[src/rtl/interrupt_scheduler_pkg.sv]
// interrupt_scheduler_pkg
//   Shared definitions for the interrupt scheduler and related controllers:
//   FSM state encodings, well-known source indices and the NOP instruction.
package interrupt_scheduler_pkg;

  typedef enum logic [1:0] {
    ST_IDLE    = 2'd0,
    ST_PRESENT = 2'd1,
    ST_GAP     = 2'd2
  } sched_state_t;

  // Well-known requester slots (lower index = higher priority).
  localparam int SRC_JUMP  = 0;
  localparam int SRC_FRAME = 1;

  // Value driven on the instruction bus when nothing is being injected.
  localparam logic [31:0] NOP_INSTR = 32'b0;

endpackage

[src/rtl/interrupt_scheduler_arbiter.sv]
// fixed_priority_arbiter
//   Purely combinational fixed-priority pick: the lowest-index asserted
//   request wins.
// Ports:
//   req          in   N      request vector
//   grant_onehot out  N      one-hot grant (all zero when no request)
//   grant_idx    out  ID_W   index of the granted request (0 when none)
//   any_grant    out  1      at least one request is asserted
module fixed_priority_arbiter #(
  parameter int N = 4,
  localparam int ID_W = (N > 1) ? $clog2(N) : 1
) (
  input  logic [N-1:0]    req,
  output logic [N-1:0]    grant_onehot,
  output logic [ID_W-1:0] grant_idx,
  output logic            any_grant
);

  // Scan from the highest index down so the last hit (lowest index) wins.
  always_comb begin
    grant_onehot = '0;
    grant_idx    = '0;
    any_grant    = 1'b0;
    for (int i = N - 1; i >= 0; i--) begin
      if (req[i]) begin
        grant_onehot    = '0;
        grant_onehot[i] = 1'b1;
        grant_idx       = ID_W'(i);
        any_grant       = 1'b1;
      end
    end
  end

endmodule

[src/rtl/interrupt_scheduler.sv]
// interrupt_scheduler
//   Shares the single CPU interrupt-instruction port between NUM_SRC event
//   sources. Rising edges on src_req are latched as pending; in IDLE the
//   lowest-index enabled pending source is granted and its instruction is
//   snapshotted and presented until acknowledged or timed out, then a
//   GAP_CYCLES quiet period is enforced before the next grant.
//
//   Handshake: while irq_valid=1 the instruction and grant_id are held
//   stable; a transfer completes on the cycle irq_valid && irq_ack are both
//   high at the clock edge. If no ack arrives within ACK_TIMEOUT cycles the
//   injection is abandoned (source stays pending). irq_ack is ignored when
//   irq_valid=0. All outputs come straight from registers.
//
// Ports:
//   proc_clk              in   1                 processor clock
//   reset                 in   1                 async active-low reset
//   src_req               in   NUM_SRC           request levels (0->1 = event)
//   src_instr             in   NUM_SRC*INSTR_W   flattened instruction buses
//   src_enable            in   NUM_SRC           per-source mask
//   irq_ack               in   1                 CPU consumed the instruction
//   interrupt_instruction out  INSTR_W           presented instruction / 0
//   irq_valid             out  1                 instruction valid
//   grant_id              out  ID_W              presented source (0 idle)
//   overrun               out  NUM_SRC           sticky merged-event flags
//   timeout_err           out  1                 sticky abandon flag
//   state_dbg             out  2                 current FSM state
module interrupt_scheduler
  import interrupt_scheduler_pkg::*;
#(
  parameter int NUM_SRC     = 4,
  parameter int INSTR_W     = 32,
  parameter int GAP_CYCLES  = 4,
  parameter int ACK_TIMEOUT = 64,
  localparam int ID_W = (NUM_SRC > 1) ? $clog2(NUM_SRC) : 1
) (
  input  logic                         proc_clk,
  input  logic                         reset,
  input  logic [NUM_SRC-1:0]           src_req,
  input  logic [NUM_SRC*INSTR_W-1:0]   src_instr,
  input  logic [NUM_SRC-1:0]           src_enable,
  input  logic                         irq_ack,
  output logic [INSTR_W-1:0]           interrupt_instruction,
  output logic                         irq_valid,
  output logic [ID_W-1:0]              grant_id,
  output logic [NUM_SRC-1:0]           overrun,
  output logic                         timeout_err,
  output sched_state_t                 state_dbg
);

  localparam logic [7:0]  GAP_LAST = 8'(GAP_CYCLES - 1);
  localparam logic [15:0] TMO_LAST = 16'(ACK_TIMEOUT - 1);

  sched_state_t         state_q, state_next;
  logic [NUM_SRC-1:0]   req_q;
  logic [NUM_SRC-1:0]   pending_q;
  logic [NUM_SRC-1:0]   overrun_q;
  logic                 timeout_q;
  logic [15:0]          tmo_cnt_q;
  logic [7:0]           gap_cnt_q;
  logic [ID_W-1:0]      grant_q;
  logic [INSTR_W-1:0]   instr_q;

  logic [NUM_SRC-1:0]   edge_det;
  logic [NUM_SRC-1:0]   eligible;
  logic [NUM_SRC-1:0]   clr;
  logic [NUM_SRC-1:0]   arb_onehot;
  logic [ID_W-1:0]      arb_idx;
  logic                 arb_any;
  logic [INSTR_W-1:0]   arb_instr;
  logic                 load;
  logic                 ack_take;
  logic                 tmo_fire;

  // Masked sources neither register new edges nor compete, but keep any
  // event already pending.
  assign edge_det = src_req & ~req_q & src_enable;
  assign eligible = pending_q & src_enable;

  fixed_priority_arbiter #(.N(NUM_SRC)) u_arb (
    .req          (eligible),
    .grant_onehot (arb_onehot),
    .grant_idx    (arb_idx),
    .any_grant    (arb_any)
  );

  // Instruction of the winning source, captured on the IDLE->PRESENT step.
  always_comb begin
    arb_instr = '0;
    for (int i = 0; i < NUM_SRC; i++) begin
      if (arb_onehot[i]) arb_instr = src_instr[i*INSTR_W +: INSTR_W];
    end
  end

  // Next-state logic
  always_comb begin
    state_next = state_q;
    load       = 1'b0;
    ack_take   = 1'b0;
    tmo_fire   = 1'b0;
    case (state_q)
      ST_IDLE: begin
        if (arb_any) begin
          state_next = ST_PRESENT;
          load       = 1'b1;
        end
      end
      ST_PRESENT: begin
        // Ack has priority over a timeout landing in the same cycle.
        if (irq_ack) begin
          ack_take   = 1'b1;
          state_next = ST_GAP;
        end else if (tmo_cnt_q == TMO_LAST) begin
          tmo_fire   = 1'b1;
          state_next = ST_GAP;
        end
      end
      ST_GAP: begin
        if (gap_cnt_q == GAP_LAST) state_next = ST_IDLE;
      end
      default: state_next = ST_IDLE;
    endcase
  end

  // Only an acknowledged grant clears its pending bit.
  always_comb begin
    clr = '0;
    for (int i = 0; i < NUM_SRC; i++) begin
      clr[i] = ack_take && (grant_q == ID_W'(i));
    end
  end

  always_ff @(posedge proc_clk or negedge reset) begin
    if (!reset) begin
      state_q <= ST_IDLE;
    end else begin
      state_q <= state_next;
    end
  end

  always_ff @(posedge proc_clk or negedge reset) begin
    if (!reset) begin
      req_q     <= '0;
      pending_q <= '0;
      overrun_q <= '0;
      timeout_q <= 1'b0;
    end else begin
      req_q     <= src_req;
      // A new edge beats a same-cycle clear, so the event is not lost.
      pending_q <= (pending_q & ~clr) | edge_det;
      overrun_q <= overrun_q | (edge_det & pending_q & ~clr);
      if (tmo_fire) timeout_q <= 1'b1;
    end
  end

  always_ff @(posedge proc_clk or negedge reset) begin
    if (!reset) begin
      tmo_cnt_q <= '0;
      gap_cnt_q <= '0;
    end else begin
      if (state_q == ST_PRESENT && state_next == ST_PRESENT) begin
        tmo_cnt_q <= tmo_cnt_q + 16'd1;
      end else begin
        tmo_cnt_q <= '0;
      end
      if (state_q == ST_GAP && state_next == ST_GAP) begin
        gap_cnt_q <= gap_cnt_q + 8'd1;
      end else begin
        gap_cnt_q <= '0;
      end
    end
  end

  // Presented grant/instruction: loaded on grant, held through PRESENT,
  // zeroed when the injection ends so idle outputs read as NOP / source 0.
  always_ff @(posedge proc_clk or negedge reset) begin
    if (!reset) begin
      grant_q <= '0;
      instr_q <= '0;
    end else if (load) begin
      grant_q <= arb_idx;
      instr_q <= arb_instr;
    end else if (state_q == ST_PRESENT && state_next != ST_PRESENT) begin
      grant_q <= '0;
      instr_q <= '0;
    end
  end

  assign irq_valid             = (state_q == ST_PRESENT);
  assign interrupt_instruction = instr_q;
  assign grant_id              = grant_q;
  assign overrun               = overrun_q;
  assign timeout_err           = timeout_q;
  assign state_dbg             = state_q;

endmodule
[config.mk]
export PLATFORM = sky130hd
export DESIGN_NAME = interrupt_scheduler
export DESIGN_NICKNAME = d
export VERILOG_FILES = /design/src/rtl/interrupt_scheduler_pkg.sv /design/src/rtl/interrupt_scheduler_arbiter.sv /design/src/rtl/interrupt_scheduler.sv
export SDC_FILE = /design/constraint.sdc
export NUM_CORES = 1
export LEC_CHECK = 0
export BUFFER_PORTS_ARGS = -buffer_cell sky130_fd_sc_hd__buf_2
export CAP_MARGIN = 5
export CORE_MARGIN = 3
export CORE_UTILIZATION = 48
export DETAILED_ROUTE_END_ITERATION = 16
export PLACE_DENSITY = 0.86
export SKIP_CTS_REPAIR_TIMING = 1
export SYNTH_ARGS = -nofsm -noshare
export SYNTH_HDL_FRONTEND = slang
export SYNTH_HIERARCHICAL = 1
export SYNTH_SLANG_ARGS = --single-unit
[constraint.sdc]
create_clock -name proc_clk -period 2.65 [get_ports proc_clk]
set_input_delay 0.3975 -clock proc_clk [delete_from_list [all_inputs] [get_ports proc_clk]]
set_output_delay 0.3975 -clock proc_clk [all_outputs]
set_load 0.005 [all_outputs]
==> reports/metrics.yaml <==
synth:
  post_synth_instance_area_um2: 4060
  yosysWarningCount: 6
  synth.yosys.seq_area_share_pct: 45.0
  postSynthCellCount: 437
  synth_seq_cells: 73
  syn_nets: 578
  synth_cell_types: 41
  synth_area_leaders: "dfrtp_1 (45%), a221o_1 (7.9%), a22oi_1 (5.9%)"
  synthesis.area_per_instance_um2: 9.30
  netlist.area_leader.share_pct: 45.0
  synth_area_leader_cell: "dfrtp_1"
die:
  effective_utilization_at_floorplan_pct: 51.0
  floorplan.die.width_um: 98.0
  rows: 32
  die_area_um2: 9610
  coreArea_um2: 7970
  dieHeight_um: 98.0
  io-pin-count: 181
cells_and_area:
  finalCoreUtilization_pct: 65.2
  synthToLayoutAreaGrowth_pct: 27.9
  drive_gt1_share_pct: 36.5
  diodes: 0
  final_nets: 740
  final_cell_count_no_fill: 705
power:
  power.density_nw_per_um2: 816
  max-vdd-ir-drop_v: 0.000385
  power.net_switching_w: 0.00162
  p_int_w: 0.00262
  register_share_of_total_power_pct: 36.0
  power_w: 0.00424
  combinationalPowerShare_pct: 45.4
  leakage_nw: 2.58
  clkPwrFrac_pct: 18.6
  swShare_pct: 38.2
flow_run:
  cap_violations: 0
cts:
  clock_insertion_delay_worst_skew_ns: 0.33
  path_clk_slew_ns: 0.08
  numClockSinks: 73
  htree_num_levels: 3
  clock_tree.buffer_depth: 2
  clock_tree_from_tritoncts: "done"
  clock-root-buffer: "clkbuf_8"
  cts_made_buffers: 9
worst_setup_path:
  timing_worst_setup_path_type: "reg -> reg"
  critical_path.reg2reg.endpoint: "state_dbg[0]$_DFF_PN0_"
  critical_path_required_ns: 2.84
  slowest_delay_ns: 0.55
  r2r_start: "tmo_cnt_q[0]$_DFF_PN0_"
  crit_end: "state_dbg[0]$_DFF_PN0_"
  setup.worst_path.start_class: "flip-flop"
  critPathMaxFanout: 17
  crit_chain: "ha_1 > or4bb_1 > nor4_4 > or3b_1 > nand2_1"
  timing.reg2reg.setup_slack_ns: 0.52
  crit_path_end_kind: "flip-flop"
  critical_path.slowest_cell: "or4bb_1"
  cp.arrival_ns: 2.32
  worst_r2r_path_depth: 5
  worst_setup_path_startpoint: "tmo_cnt_q[0]$_DFF_PN0_"
grt:
  number_of_antenna_violations_at_the_first_check_in_global_routing: 0
  global_route.overflow_total: 0
  globalRouteTotalUtil_pct: 24.6
  first_pass_grt_wire_length_um: 19300
  grt_max_degree: 65
  first_global_vias: 4021
run_status:
  outcome: "finished clean"
timing:
  min_period_ns: 2.13
  rsz0062_at_grt: "false"
  finalClockSkew_ns: 0.0145
  max_slew_headroom_at_the_worst_pin_pct: 61.4
  max_clock_freq_mhz: 469
  final-max-slew-violation-count: 0
  max_slew.worst_pin.slew_ns: 0.580
  final.period_utilization_pct: 80.4
  final-hold-violation-count: 0
  fin_setup_tns_ns: 0
  endpoints_failing_setup: 0
routing:
  viasPerCell: 5.66
  drt-pass1-iter-count: 4
  final_routed_drc_violation_total: 0
  dr_total_vias: 3990
  number_of_nets_still_failing_antenna_checks_after_routing: 0
  routed_wl_um: 11600
  drt-wirelength-per-cell_um: 16.5
  drtIter0Drc: 221
placed_design:
  final_hpwl_dp_um: 8750
  place.detailed.instances: 690
  io_buffer_count: 180
  place_congestion: 0.882
min_path:
  min_delay_worst_type: "in -> async"
routing by layer:
metal,share of wire [%],wire length [µm],vias up,global-route usage [%]
met5,0,0,-,0
met4,2.5,286,0,9.80
met3,5.8,677,25,4.29
met2,52,6060,146,41.9
met1,39,4580,1907,30.9
li1,-,-,1912,-
critical path: cells and delay by family (launching register included):
family / cells / cell delay, ns
fa+ha+maj: 1 / 0.27
flops: 1 / 0.36
simple gates: 4 / 1.37
sequential cells by signal, summed over array words and instances (netlist names):
register	count
timeout_err	1
req_q	4
grant_id	2
tmo_cnt_q	16
overrun	4
gap_cnt_q	8
state_dbg	2
interrupt_instruction	32
pending_q	4
worst min-delay path by stage:
stage | slack, ns | startpoint | end | depth (start not counted)
after floorplan | 0.10 | reset | gap_cnt_q[0]$_DFF_PN0_ | 0
after global placement | 0.41 | reset | interrupt_instruction[0]$_DFFE_PN0P_ | 1
after detailed placement | 0.43 | reset | interrupt_instruction[2]$_DFFE_PN0P_ | 1
after CTS | 0.06 | reset | interrupt_instruction[16]$_DFFE_PN0P_ | 1
after global routing | 0.09 | reset | interrupt_instruction[24]$_DFFE_PN0P_ | 1
final | 0.06 | reset | interrupt_instruction[16]$_DFFE_PN0P_ | 1
stage by stage:
stage,cell area [µm²],worst slack [ns],hold WS [ns]
3_5_place_dp,5020,0.494,0.429
6_report,5200,0.519,0.0618
5_1_grt,5200,0.325,0.0890
3_3_place_gp,5020,0.551,0.412
4_1_cts,5200,0.501,0.0583
2_1_floorplan,4060,0.706,0.102
placed cells by master (no fill, tap or decap), types with 2 or more instances in the layout:
cell      synthesis  routed
and4_1            2       2
xnor2_1           8       8
ha_1              2       2
or3_1             2       2
dfrtp_1          73      73
clkbuf_8          0      12
a221o_1          32      32
buf_12            1       4
nor2b_1           3       2
and2_1            7       6
nand3b_1          5       5
and3_1            3       3
o21ai_0           5       5
o31ai_1           2       2
xor2_1           10      10
nor3_1            3       2
o21bai_1          4       4
nand3_1           8       8
a22oi_1          32      32
a21oi_1          35      35
nand2_1          46      45
nor2_1           30      29
o22ai_1          23      23
inv_1            37      37
nand4_1           6       6
nor4_1            3       3
buf_2             0     180
o22ai_2           9       9
buf_4             2       4
power groups by stage:
stage / logic (W) / clock network, W / registers (W)
2_1_floorplan: 0.00129 / 0 / 0.00154
3_3_place_gp: 0.00183 / 0 / 0.00154
3_5_place_dp: 0.00193 / 0 / 0.00154
4_1_cts: 0.00194 / 0.000815 / 0.00152
5_1_grt: 0.00213 / 0.000869 / 0.00156
6_report: 0.00193 / 0.000787 / 0.00153
cell usage after synthesis:
master and count:
mux2i_1 1, ha_1 2, buf_4 2, o21bai_1 4, nor4_4 1, o21a_1 1, xnor2_1 8, or3_1 2
a21oi_1 35, a22oi_1 32, or4_4 1, and3_1 3, or4_1 1, buf_6 2, nor3_1 3, inv_1 37
xor2_1 10, and4_1 2, nand4_1 6, o22ai_2 9, clkbuf_1 29, a31o_2 1, buf_8 2, and2_1 7
o21ai_0 5, o31ai_1 2, nor2b_1 3, nor2_1 30, or4bb_1 1, buf_12 1, nor4_1 3, dfrtp_1 73
or3b_1 1, nand3b_1 5, buf_1 1, nand2_1 46, nand2b_4 1, a211oi_1 1, nand3_1 8, a221o_1 32
o22ai_1 23
area by class of cell:
cell class	count	area [µm²]
Fill cell	665	2770
Tap cell	102	128
Timing Repair Buffer	188	1010
Sequential cell	73	1830
Clock buffer	13	169
Multi-Input combinational cell	290	1910
Inverter	37	139
Clock inverter	2	12.5
kinds of logic (layout without fill, tap and decap cells):
| family | after synthesis | count (layout) | share of synthesized area (%) |
|---|---|---|---|
| buf+inv | 74 | 240 | 8.34 |
| flops | 73 | 73 | 45.0 |
| mux | 1 | 1 | 0.246 |
| xor+xnor | 18 | 18 | 3.88 |
| compound gates | 145 | 145 | 26.7 |
| simple gates | 124 | 124 | 15.2 |
| fa+ha+maj | 2 | 2 | 0.616 |
No activity file was read; power rests on OpenSTA's default activity.
